[src/rtl/seg7_pkg.sv]
// seg7_pkg: shared constants and hex-to-segment decode
// for the multiplexed seven-segment scan controller.
package seg7_pkg;

   localparam logic [6:0] SEG_OFF = 7'h7F;

   // {g,f,e,d,c,b,a}, active-low, indexed by hex value
   localparam logic [6:0] SEG_TABLE [16] = '{
      7'h40, 7'h79, 7'h24, 7'h30,
      7'h19, 7'h12, 7'h02, 7'h78,
      7'h00, 7'h10, 7'h08, 7'h03,
      7'h46, 7'h21, 7'h06, 7'h0E
   };

   function automatic logic [6:0] seg7_decode(input logic [3:0] v);
      return SEG_TABLE[v];
   endfunction

endpackage

[src/rtl/seg7_prescaler.sv]
// seg7_prescaler: slot timer counting 0..DIV-1.
// tick marks the wrap edge; in_dead flags that the slot cycle being entered lies in the dead window.
module seg7_prescaler #(
   parameter int DIV  = 100000,
   parameter int DEAD = 4
) (
   input  logic clk,
   input  logic rst_n,
   output logic tick,
   output logic in_dead
);

   localparam int CW = (DIV > 1) ? $clog2(DIV) : 1;

   logic [CW-1:0] count_q;
   logic [CW-1:0] count_d;

   // next count, wrap detect and dead-window lookahead
   always_comb begin
      tick    = (count_q == CW'(DIV - 1));
      count_d = tick ? '0 : count_q + CW'(1);
      in_dead = int'(count_d) < DEAD;
   end

   // counter register
   always_ff @(posedge clk) begin
      if (!rst_n) count_q <= '0;
      else        count_q <= count_d;
   end

endmodule

[src/rtl/seg7_scan_ctrl.sv]
// seg7_scan_ctrl: time-multiplexed common-anode 7-seg driver with dead time.
// Optional build macro SEG7_LEADING_ZERO_BLANK_EN enables leading-zero suppression.
module seg7_scan_ctrl
   import seg7_pkg::*;
#(
   parameter  int DIGITS = 8,
   parameter  int DIV    = 100000,
   parameter  int DEAD   = 4,
   localparam int AW     = $clog2(DIGITS)
) (
   input  logic              clk,
   input  logic              rst_n,
   input  logic              wr_en,
   input  logic [AW-1:0]     wr_addr,
   input  logic [3:0]        wr_data,
   input  logic              wr_dp,
   input  logic [DIGITS-1:0] blank,
   output logic [6:0]        seg,
   output logic              dp,
   output logic [DIGITS-1:0] an,
   output logic [AW-1:0]     cur_digit
);

   logic              tick;
   logic              in_dead;
   logic [AW-1:0]     cur_q, cur_d;
   logic [3:0]        val_q [DIGITS];
   logic [3:0]        val_d [DIGITS];
   logic [DIGITS-1:0] dpv_q, dpv_d;
   logic [DIGITS-1:0] lz_hide;
   logic [6:0]        seg_q, seg_d;
   logic              dp_out_q, dp_out_d;
   logic [DIGITS-1:0] an_q, an_d;
   logic              dark;

   seg7_prescaler #(
      .DIV  (DIV),
      .DEAD (DEAD)
   ) u_presc (
      .clk     (clk),
      .rst_n   (rst_n),
      .tick    (tick),
      .in_dead (in_dead)
   );

   // digit pointer advances on the slot wrap
   always_comb begin
      cur_d = cur_q;
      if (tick) begin
         cur_d = (cur_q == AW'(DIGITS - 1)) ? '0 : cur_q + AW'(1);
      end
   end

   // write port; out-of-range addresses are dropped
   always_comb begin
      val_d = val_q;
      dpv_d = dpv_q;
      if (wr_en && (int'(wr_addr) < DIGITS)) begin
         val_d[wr_addr] = wr_data;
         dpv_d[wr_addr] = wr_dp;
      end
   end

`ifdef SEG7_LEADING_ZERO_BLANK_EN
   // hide digits that are zero with every higher digit also zero
   always_comb begin
      logic all_zero;
      lz_hide  = '0;
      all_zero = 1'b1;
      for (int i = DIGITS - 1; i > 0; i--) begin
         all_zero   = all_zero && (val_q[i] == 4'd0) && !dpv_q[i];
         lz_hide[i] = all_zero;
      end
   end
`else
   assign lz_hide = '0;
`endif

   // display outputs for the slot cycle being entered
   always_comb begin
      dark     = in_dead | blank[cur_d] | lz_hide[cur_d];
      an_d     = ~({{(DIGITS - 1){1'b0}}, 1'b1} << cur_d);
      seg_d    = seg7_decode(val_q[cur_d]);
      dp_out_d = ~dpv_q[cur_d];
      if (dark) begin
         an_d     = '1;
         seg_d    = SEG_OFF;
         dp_out_d = 1'b1;
      end
   end

   // state and registered outputs
   always_ff @(posedge clk) begin
      if (!rst_n) begin
         cur_q    <= '0;
         dpv_q    <= '0;
         seg_q    <= SEG_OFF;
         dp_out_q <= 1'b1;
         an_q     <= '1;
         for (int i = 0; i < DIGITS; i++) val_q[i] <= '0;
      end else begin
         cur_q    <= cur_d;
         val_q    <= val_d;
         dpv_q    <= dpv_d;
         seg_q    <= seg_d;
         dp_out_q <= dp_out_d;
         an_q     <= an_d;
      end
   end

   assign seg       = seg_q;
   assign dp        = dp_out_q;
   assign an        = an_q;
   assign cur_digit = cur_q;

endmodule
[config.mk]
export PLATFORM = sky130hd
export DESIGN_NAME = seg7_scan_ctrl
export DESIGN_NICKNAME = d
export VERILOG_FILES = /design/src/rtl/seg7_pkg.sv /design/src/rtl/seg7_prescaler.sv /design/src/rtl/seg7_scan_ctrl.sv
export SDC_FILE = /design/constraint.sdc
export NUM_CORES = 1
export LEC_CHECK = 0
export CAP_MARGIN = 20
export CORE_ASPECT_RATIO = 0.7
export CORE_MARGIN = 1
export CORE_UTILIZATION = 38
export CTS_BUF_LIST = sky130_fd_sc_hd__clkbuf_8
export CTS_CLUSTER_DIAMETER = 60
export CTS_CLUSTER_SIZE = 24
export DETAILED_ROUTE_END_ITERATION = 10
export GPL_TIMING_DRIVEN = 0
export SYNTH_ARGS = -nofsm -noshare
export SYNTH_HDL_FRONTEND = slang
export SYNTH_SLANG_ARGS = --single-unit
export TNS_END_PERCENT = 1
[constraint.sdc]
create_clock -name clk -period 8.75 [get_ports clk]
set_input_delay 1.75 -clock clk [delete_from_list [all_inputs] [get_ports clk]]
set_output_delay 1.75 -clock clk [all_outputs]
set_load 0.02 [all_outputs]
==> impl_metrics.ini <==
[synth]
synth_edf_count = 0
async_flop_share_pct = 0
synth.yosys.seq_area_share_pct = 39.9
ys_types = 57
syn_area_per_cell_sq_um = 9.63
synthCells = 396
synth_seq_cells = 76
yosys_warnings = 0
syn-cell-area_sq_um = 3810
syn_nets = 423
synthFlopType = dfxtp_1

[worst_setup_path]
critical_path.cell_chain = or4b_4, nor4_4, buf_6, mux2i_1, buf_2, o221ai_1, o21ai_0, inv_1, ha_1, and3_1, a31oi_1, o221ai_1
crit_start = u_presc.count_q[13]
end_kind = flip-flop
cp_max_fo = 10
rrSetupSlack_ns = 4.32
critPathLaunchType = flip-flop
cp.arrival_ns = 4.65
worstReg2RegStart = u_presc.count_q[13]
cp.depth = 12
timing.rr.end = seg[4]
cp.required_ns = 8.97
reg2reg_depth = 12
worstSetupPathType = reg2reg
worstSetupEndpoint = seg[4]
critPathTopFamily = simple AND/OR/NAND/NOR gates
cp.buffers_inverters = 3
worst_path_max_delay_cell = o21ai_0
cp_common_cell = o221ai_1
max_stage_delay_ns = 0.67

[power_and_ir_drop]
p_leak_nw = 1.68
peakVddDrop_v = 0.0000837
power.density_nw_per_um2 = 157

[floorplan]
num_rows = 30
initial_core_util_pct = 39.2
die_h_um = 85.8
coreArea_sq_um = 9720
dieArea_sq_um = 10500
die_x_um = 122
num_io_pins = 38

[detailed_routing]
drt-total-wl_um = 9190
drt_iter0_drc = 203
dr.pass1.iters = 4
vias_per_cell = 5.34
route.vias.total = 3036
wl_per_cell_um = 16.2
antenna_violating_nets_post_route = 0
remaining_drc_errors = 0

[sta]
max-slew-margin-rel_pct = 33.3
finalHoldViolCount = 0
setup_viol = 0
setup_tns_ns = 0
period_share_pct = 50.6
skew_ns = 0.0124
grt_setup_unrepaired = false
max_freq_mhz = 226
worst_pin_slew_ns = 0.998
fin_ws_ns = 4.32
period_needed_ns = 4.43
maxSlewViolCount = 0

[cts]
clkTransAtPathRegs_ns = 0.08
ctsHtreeMaxLevel = 3
cts_hold_buf = 0
cts_tree = yes
cts_setup_buffers = 0
ctsResizeCount = 0
cts.sinks = 76
clkLatencyLatePin_ns = 0.36
cts_max_path_buffers = 2
root_buffer = clkbuf_8
cts_made_buffers = 9

[final_layout]
multiInputGateArea_sq_um = 2160
finalNetCount = 463
layout-drive-gt1-share_pct = 9.30
fillers = 945
final_cell_mix = dfxtp_1 (76), mux2i_1 (50), nor2b_1 (43)
final_core_util_pct = 46.2
final_common_cell = dfxtp_1
areaGrowthSynthToFinish_pct = 17.6
fin_cells = 569
final-seq-area_sq_um = 1520
antenna_cells = 0
design_area_sq_um = 4490

[grt]
grt-ovfl-total = 0
grt_pass1_vias = 2861
grt_max_degree = 14
grt_pass1_wl_um = 15000
grtUsageTotal_pct = 18.9
antenna_found_initial = 0

[min_path]
hp-start = u_presc.count_q[0]
min_path_type = reg2reg

[placement]
hpwl_um = 6850
gp_congestion = 0.841
port_buffers = 28
place_area_sq_um = 4260
dp_slack_ns = 4.31
dp.cells = 553

[run]
cap_violations = 0

[status]
status = complete, no violations
-- sequential cells by signal (all words and copies together), names as in the netlist --
register and flops:
dp 1, dpv_q 8, cur_digit 3, val_q 32
u_presc.count_q 17, an 8, seg 7
-- report_power, final --
group / internal (mW) / leakage, nW / switching (mW) / total, mW
combinational: 0.0213 / 0.948 / 0.0243 / 0.0457
clock: 0.168 / 0.116 / 0.134 / 0.302
sequential: 0.352 / 0.615 / 0.00393 / 0.356
-- cells in the mapped netlist, drive strengths merged (6+ instances only) --
cell type	n	area share (%)
nor3	10	1.3
o221ai	7	1.6
clkbuf	19	1.9
nand2	16	1.6
nor2	25	2.5
mux2i	52	14
nand3	22	2.9
and3	6	0.98
nor2b	43	7.1
dfxtp	76	40
ha	8	2.6
buf	6	1.1
xnor2	14	3.2
o21ai	13	1.8
-- worst register-to-register path, cell delays in order (launching register included) --
cell and delay [ns]:
dfxtp_1 0.38, or4b_4 0.57, nor4_4 0.66, buf_6 0.24
mux2i_1 0.33, buf_2 0.32, o221ai_1 0.20, o21ai_0 0.67
inv_1 0.16, ha_1 0.30, and3_1 0.18, a31oi_1 0.15
o221ai_1 0.13
-- layout make-up --
class                   count  area share (%)
clock inverters             6            1.95
inverters                   5           0.418
plain buffers              25            2.56
well taps                 128            3.57
clock buffers              10            3.07
multi-input cells         290            48.1
flip-flops and latches     76            33.9
repair buffers             29            6.41
-- worst min path at each step --
stage,end,depth (start not counted)
2_1_floorplan,u_presc.count_q[0],1
3_3_place_gp,u_presc.count_q[0],1
3_5_place_dp,u_presc.count_q[0],1
4_1_cts,u_presc.count_q[0],1
5_1_grt,u_presc.count_q[0],1
6_report,u_presc.count_q[0],1
-- metal layers --
layer | up-vias | share of wire [%] | GRT usage [%]
met5 | - | 0 | 0
met4 | 0 | 0.72 | 4.49
met3 | 7 | 6.4 | 5.19
met2 | 88 | 39 | 26.5
met1 | 1448 | 54 | 28.2
li1 | 1493 | - | -
-- per-stage QoR --
step / hold WS (ns) / power (mW)
final: 0.475 / 0.704
after global routing: 0.520 / 0.732
after global placement: 0.444 / 0.408
after CTS: 0.486 / 0.711
after floorplan: 0.430 / 0.393
after detailed placement: 0.469 / 0.409
-- logic make-up after synthesis --
logic type	count (synthesis)	share of synthesized area [%]
flops	76	39.9
xor+xnor	19	4.36
buf+inv	30	3.51
fa+ha+maj	8	2.62
compound gates	55	11.8
mux	57	15.4
simple gates	151	22.4
No activity file was read; power rests on OpenSTA's default activity.
